--- config.mk ---
export PLATFORM = sky130hd
export DESIGN_NAME = mem_wb_stage
export DESIGN_NICKNAME = d
export VERILOG_FILES = /design/src/rtl/mem_wb_stage.sv
export SDC_FILE = /design/constraint.sdc
export NUM_CORES = 1
export LEC_CHECK = 0
export CAP_MARGIN = 20
export CORE_MARGIN = 2
export CORE_UTILIZATION = 45
export CTS_CLUSTER_DIAMETER = 60
export CTS_CLUSTER_SIZE = 25
export DETAILED_ROUTE_END_ITERATION = 16
export DONT_BUFFER_PORTS = 1
export PLACE_DENSITY = 0.58
export SLEW_MARGIN = 20
export SYNTH_ARGS = -nofsm -noshare
export SYNTH_HDL_FRONTEND = slang
export SYNTH_SLANG_ARGS = --single-unit
--- constraint.sdc ---
create_clock -name clk -period 4 [get_ports clk]
set_clock_uncertainty 0.1 [all_clocks]
set_input_delay 0.8 -clock clk [delete_from_list [all_inputs] [get_ports clk]]
set_output_delay 0.8 -clock clk [all_outputs]
set_load 0.01 [all_outputs]
--- src/rtl/mem_wb_stage.sv ---
`default_nettype none
// ============================================================================
// mem_wb_stage : load/store data-memory access (req/ack) plus MEM/WB register
// Revision     : 1.0
// ============================================================================
module mem_wb_stage #(
  parameter int unsigned BASE_ADDR   = 1024,
  parameter int          MEM_AW      = 16,
  parameter int unsigned ACK_TIMEOUT = 255
) (
  input  logic              clk,
  input  logic              rst,
  input  logic              WB_EN,
  input  logic              MEM_R_EN,
  input  logic              MEM_W_EN,
  input  logic [31:0]       ALU_result,
  input  logic [31:0]       Val_Rm,
  input  logic [3:0]        Dest,
  output logic              mem_req,
  output logic              mem_we,
  output logic [MEM_AW-1:0] mem_addr,
  output logic [31:0]       mem_wdata,
  input  logic [31:0]       mem_rdata,
  input  logic              mem_ack,
  output logic              freeze,
  output logic              writeBackEn,
  output logic [3:0]        Dest_wb,
  output logic [31:0]       Result_WB,
  output logic              mem_err
);

  localparam logic [31:0] c_base_addr = 32'(BASE_ADDR);
  localparam logic [7:0]  c_timeout   = 8'(ACK_TIMEOUT);

  typedef enum logic [1:0] {
    ST_IDLE = 2'd0,
    ST_WAIT = 2'd1,
    ST_DONE = 2'd2
  } state_t;

  state_t            state_q, state_d;
  logic [7:0]        cnt_q, cnt_d;
  logic              mem_req_q, mem_req_d;
  logic              mem_we_q, mem_we_d;
  logic [MEM_AW-1:0] mem_addr_q, mem_addr_d;
  logic [31:0]       mem_wdata_q, mem_wdata_d;
  logic [31:0]       load_data_q, load_data_d;
  logic              mem_err_q, mem_err_d;
  logic              wb_en_q, wb_en_d;
  logic [3:0]        dest_wb_q, dest_wb_d;
  logic [31:0]       result_wb_q, result_wb_d;

  logic              w_access;
  logic              w_freeze;
  logic              w_load_sel;
  logic [7:0]        w_cnt_inc;
  logic [MEM_AW-1:0] w_word_addr;

  assign w_access    = MEM_R_EN | MEM_W_EN;
  // A simultaneous read+write is a store, so only a pure load returns memory data.
  assign w_load_sel  = MEM_R_EN & ~MEM_W_EN;
  assign w_cnt_inc   = cnt_q + 8'd1;
  assign w_word_addr = MEM_AW'((ALU_result - c_base_addr) >> 2);
  assign w_freeze    = ((state_q == ST_IDLE) & w_access) | (state_q == ST_WAIT);

  always_comb begin
    state_d     = state_q;
    cnt_d       = cnt_q;
    mem_req_d   = mem_req_q;
    mem_we_d    = mem_we_q;
    mem_addr_d  = mem_addr_q;
    mem_wdata_d = mem_wdata_q;
    load_data_d = load_data_q;
    mem_err_d   = mem_err_q;

    case (state_q)
      ST_IDLE: begin
        mem_req_d = 1'b0;
        if (w_access) begin
          mem_we_d    = MEM_W_EN;
          mem_addr_d  = w_word_addr;
          mem_wdata_d = Val_Rm;
          cnt_d       = 8'd0;
          mem_req_d   = 1'b1;
          state_d     = ST_WAIT;
        end
      end
      ST_WAIT: begin
        cnt_d = w_cnt_inc;
        if (mem_ack) begin
          load_data_d = mem_rdata;
          mem_req_d   = 1'b0;
          state_d     = ST_DONE;
        end else if (w_cnt_inc == c_timeout) begin
          // Abandoned access: hand the pipeline a zero and remember the fault.
          load_data_d = 32'd0;
          mem_err_d   = 1'b1;
          mem_req_d   = 1'b0;
          state_d     = ST_DONE;
        end
      end
      ST_DONE: begin
        mem_req_d = 1'b0;
        state_d   = ST_IDLE;
      end
      default: begin
        mem_req_d = 1'b0;
        state_d   = ST_IDLE;
      end
    endcase
  end

  // MEM/WB register: a stalled cycle becomes a bubble while the data fields hold.
  always_comb begin
    wb_en_d     = 1'b0;
    dest_wb_d   = dest_wb_q;
    result_wb_d = result_wb_q;
    if (!w_freeze) begin
      wb_en_d     = WB_EN;
      dest_wb_d   = Dest;
      result_wb_d = w_load_sel ? load_data_q : ALU_result;
    end
  end

  always_ff @(posedge clk) begin
    if (rst) begin
      state_q     <= ST_IDLE;
      cnt_q       <= 8'd0;
      mem_req_q   <= 1'b0;
      mem_we_q    <= 1'b0;
      mem_addr_q  <= '0;
      mem_wdata_q <= 32'd0;
      load_data_q <= 32'd0;
      mem_err_q   <= 1'b0;
      wb_en_q     <= 1'b0;
      dest_wb_q   <= 4'd0;
      result_wb_q <= 32'd0;
    end else begin
      state_q     <= state_d;
      cnt_q       <= cnt_d;
      mem_req_q   <= mem_req_d;
      mem_we_q    <= mem_we_d;
      mem_addr_q  <= mem_addr_d;
      mem_wdata_q <= mem_wdata_d;
      load_data_q <= load_data_d;
      mem_err_q   <= mem_err_d;
      wb_en_q     <= wb_en_d;
      dest_wb_q   <= dest_wb_d;
      result_wb_q <= result_wb_d;
    end
  end

  assign mem_req     = mem_req_q;
  assign mem_we      = mem_we_q;
  assign mem_addr    = mem_addr_q;
  assign mem_wdata   = mem_wdata_q;
  assign freeze      = w_freeze;
  assign writeBackEn = wb_en_q;
  assign Dest_wb     = dest_wb_q;
  assign Result_WB   = result_wb_q;
  assign mem_err     = mem_err_q;

endmodule
`default_nettype wire

==> impl_metrics.py <==
metrics = {
    "worst_hold_path": {
        "hold_path_class": "primary input to flop",
        "hp-start": "rst",
    },
    "logic_synthesis": {
        "yosysSeqAreaShare_pct": 48.0,
        "synth.largest_area_cell": "dfxtp_1",
        "synth-seq-cells": 130,
        "yosys.area_share.simple_pct": 15.9,
        "synth.area.mux_share_pct": 0,
        "syn-cell-area_um2": 5420,
        "synth_xor_area_share_pct": 0.969,
        "synth_top_family_by_area": "compound AO/OA/AOI/OAI gates",
        "synthAdderAreaFrac_pct": 0.692,
        "syn_avg_cell_area_um2": 8.36,
        "synth_flop_cell": "dfxtp_1",
        "ys_async_sr_fraction_pct": 0,
        "synth_edf_count": 0,
        "synth_nets": 758,
        "synth_warnings": 0,
        "ys_types": 48,
        "synth_compound_area_share_pct": 26.3,
        "synthTopCellsByArea": "dfxtp_1, a21oi_1, nand2_1",
        "synth.top_cell.area_share_pct": 48.0,
        "syn_inst": 649,
    },
    "global_route": {
        "grt_max_degree": 99,
        "grtUsageTotal_pct": 20.1,
        "antenna_found_initial": 0,
        "grt_overflow_total": 0,
        "grt_pass1_wl_mm": 20.5,
        "grt_pass1_vias": 3992,
    },
    "critical_path": {
        "cp.arrival_ns": 1.70,
        "crit_start": "state_q[0]$_SDFFE_PP0P_",
        "reg2reg_from": "cnt_q[0]$_SDFFE_PP0P_",
        "endpoint_kind": "primary output",
        "reg2regPathDepth": 7,
        "reg2reg_slack_ns": 1.52,
        "critical_path_class": "flop to primary output",
        "required_ns": 3.10,
        "cp-endpoint": "freeze",
        "r2r-end": "load_data_q[0]$_SDFFE_PP0P_",
        "startpoint_type": "flop",
        "crit_fanout": 10,
    },
    "drt": {
        "drtAntennaViolNets": 0,
        "wl_per_cell_um": 16.8,
        "wirelength_mm": 13.1,
        "drt_iter0_markers": 231,
        "firstDrtPassIters": 5,
        "via_per_inst": 5.56,
        "drc_errors": 0,
        "vias": 4356,
    },
    "finish": {
        "num-nets-final": 734,
        "diodes": 0,
        "syn2layout_area_growth_pct": 11.2,
        "fin_cells": 784,
        "drive_above_1_share_pct": 12.7,
        "fill_cells": 1127,
    },
    "placed_design": {
        "routabilityCongestion": 0.871,
        "post-dp-hpwl_mm": 8.85,
        "numPlacedInstances": 753,
        "io_buffers": 0,
    },
    "sta": {
        "finalCritPeriodShare_pct": 65.1,
        "grt_setup_unrepaired": "no",
        "drv_slew": 0,
        "worst_slew_pin_slew_ns": 0.917,
        "hold_violations": 0,
        "fmax_mhz": 384,
        "setup_tns_ns": 0,
        "setup_violations": 0,
        "slew-limit-headroom_pct": 38.9,
        "period_minus_slack_ns": 2.60,
    },
    "clock_network": {
        "root_buffer": "clkbuf_16",
        "cts_sinks": 130,
        "cts.clk_slew.worst_paths_ns": 0.05,
        "cts_setup_buffers": 0,
        "insertion_delay_ns": 0.41,
        "cts_tree": "yes",
        "htree_levels": 4,
        "cts_buffer_depth": 2,
        "hold_buffers": 0,
        "cts_buffers": 17,
        "cts_resized": 0,
    },
    "floorplanning": {
        "std_cell_rows": 40,
        "ios": 195,
        "dieArea_um2": 12900,
        "initial_utilization_pct": 45.7,
        "core_area_um2": 11900,
        "dieWidth_um": 114,
        "fp.dieH_um": 114,
    },
    "power": {
        "switching_share_pct": 25.6,
        "p_switching_mw": 0.933,
        "p_leak_nw": 2.17,
        "combPwrFrac_pct": 10.3,
        "ir_drop_mv": 0.251,
        "power_frac_clock_pct": 46.6,
        "p_seq_share_pct": 43.0,
        "power.density_nw_per_um2": 604,
        "p_int_mw": 2.71,
        "total_power_mw": 3.65,
    },
    "status": {
        "status": "finished clean",
    },
    "flow_run": {
        "maxCapViolations": 0,
    },
}
power groups by stage:
stage / clock (mW) / combinational (mW) / sequential [mW]
finish: 1.70 / 0.376 / 1.57
floorplan: 0 / 0.342 / 1.56
CTS: 1.73 / 0.382 / 1.57
global route: 1.78 / 0.430 / 1.58
global placement: 0 / 0.368 / 1.59
detailed placement: 0 / 0.381 / 1.60
sequential cells by signal, summed over array words and instances (netlist names):
signal,cells
Dest_wb,4
Result_WB,32
cnt_q,8
load_data_q,32
mem_addr,16
mem_err,1
mem_req,1
mem_wdata,32
mem_we,1
state_q,2
writeBackEn,1
Yosys cell counts (all sizes together), types with 2 or more instances:
master and number:
dlygate4sd1 3, nand2 95, a22oi 33, o21ai 39, a31oi 2, nand2b 3, a21oi 84, o32ai 2
clkbuf 23, and3 3, nor4 2, nand3 4, xnor2 4, nor3 4, ha 3, nor3b 2
xor2 2, o21a 2, a211oi 40, inv 40, dfxtp 130, dlymetal6s2s 3, nor2 88, buf 21
or3 3
stage by stage:
step	area (um2)	worst slack (ns)	hold slack (ns)	util (%)
2_1_floorplan	5420	1.70	0.348	-
3_3_place_gp	5380	1.65	0.363	45.4
3_5_place_dp	5380	1.56	0.365	45.4
4_1_cts	6030	1.36	0.340	50.9
5_1_grt	6030	1.26	0.342	50.9
6_report	6030	1.40	0.361	50.9
how the worst min path moves through the flow:
| stage | cells after the start | to |
|---|---|---|
| after floorplan | 2 | load_data_q[0]$_SDFFE_PP0P_ |
| after global placement | 2 | load_data_q[13]$_SDFFE_PP0P_ |
| after detailed placement | 2 | load_data_q[6]$_SDFFE_PP0P_ |
| after CTS | 1 | cnt_q[7]$_SDFFE_PP0P_ |
| after global routing | 1 | Result_WB[17]$_SDFFE_PP0N_ |
| final | 1 | Result_WB[25]$_SDFFE_PP0N_ |
layer usage:
layer  vias up  part of all wire, %  GRT usage (%)
met3        18                  8.3           8.24
met4         0                  1.5           8.21
met1      2022                   43           24.8
met5         -                    0              0
met2       136                   47           31.3
li1       2180                    -              -
cells in the final DEF (no fill, tap or decap), types with 2 or more instances in the layout:
cell type,n
buf_4,7
nand2b_1,2
a31oi_1,2
clkinv_2,3
clkbuf_8,3
bufinv_16,5
nor4_1,2
a211oi_1,40
o21ai_0,7
clkbuf_16,17
nand2_1,95
o21ai_2,31
dfxtp_1,130
o32ai_2,2
nand3_1,4
inv_1,40
nor3_1,4
or3_1,2
xor2_1,2
clkinvlp_4,2
and3_1,3
nor2_1,86
ha_1,3
a22oi_1,33
xnor2_1,4
a21oi_1,84
cell type report:
cell class              instances  area [um2]  share of cell area (%)
flip-flops and latches        130        2600                    43.1
multi-input cells             429        2390                    39.7
clock buffers                  21         470                    7.80
well taps                     147         184                    3.05
clock inverters                10         180                    2.99
inverters                      40         150                    2.49
repair buffers                  7        52.6                   0.871
kinds of logic after synthesis:
kind of cell / after synthesis
and+or+nand+nor: 210
adders and majority gates: 3
xor gates and xnor gates: 6
AOI/OAI and AO/OA: 210
buffers and inverters: 90
DFF: 130
worst max-delay path: stages (launching register included):
cell and delay (ns):
dfxtp_1 0.34, nor2b_1 0.64, nor2_4 0.07, inv_1 0.25
Note: power is estimated with default switching activity, not from simulation.
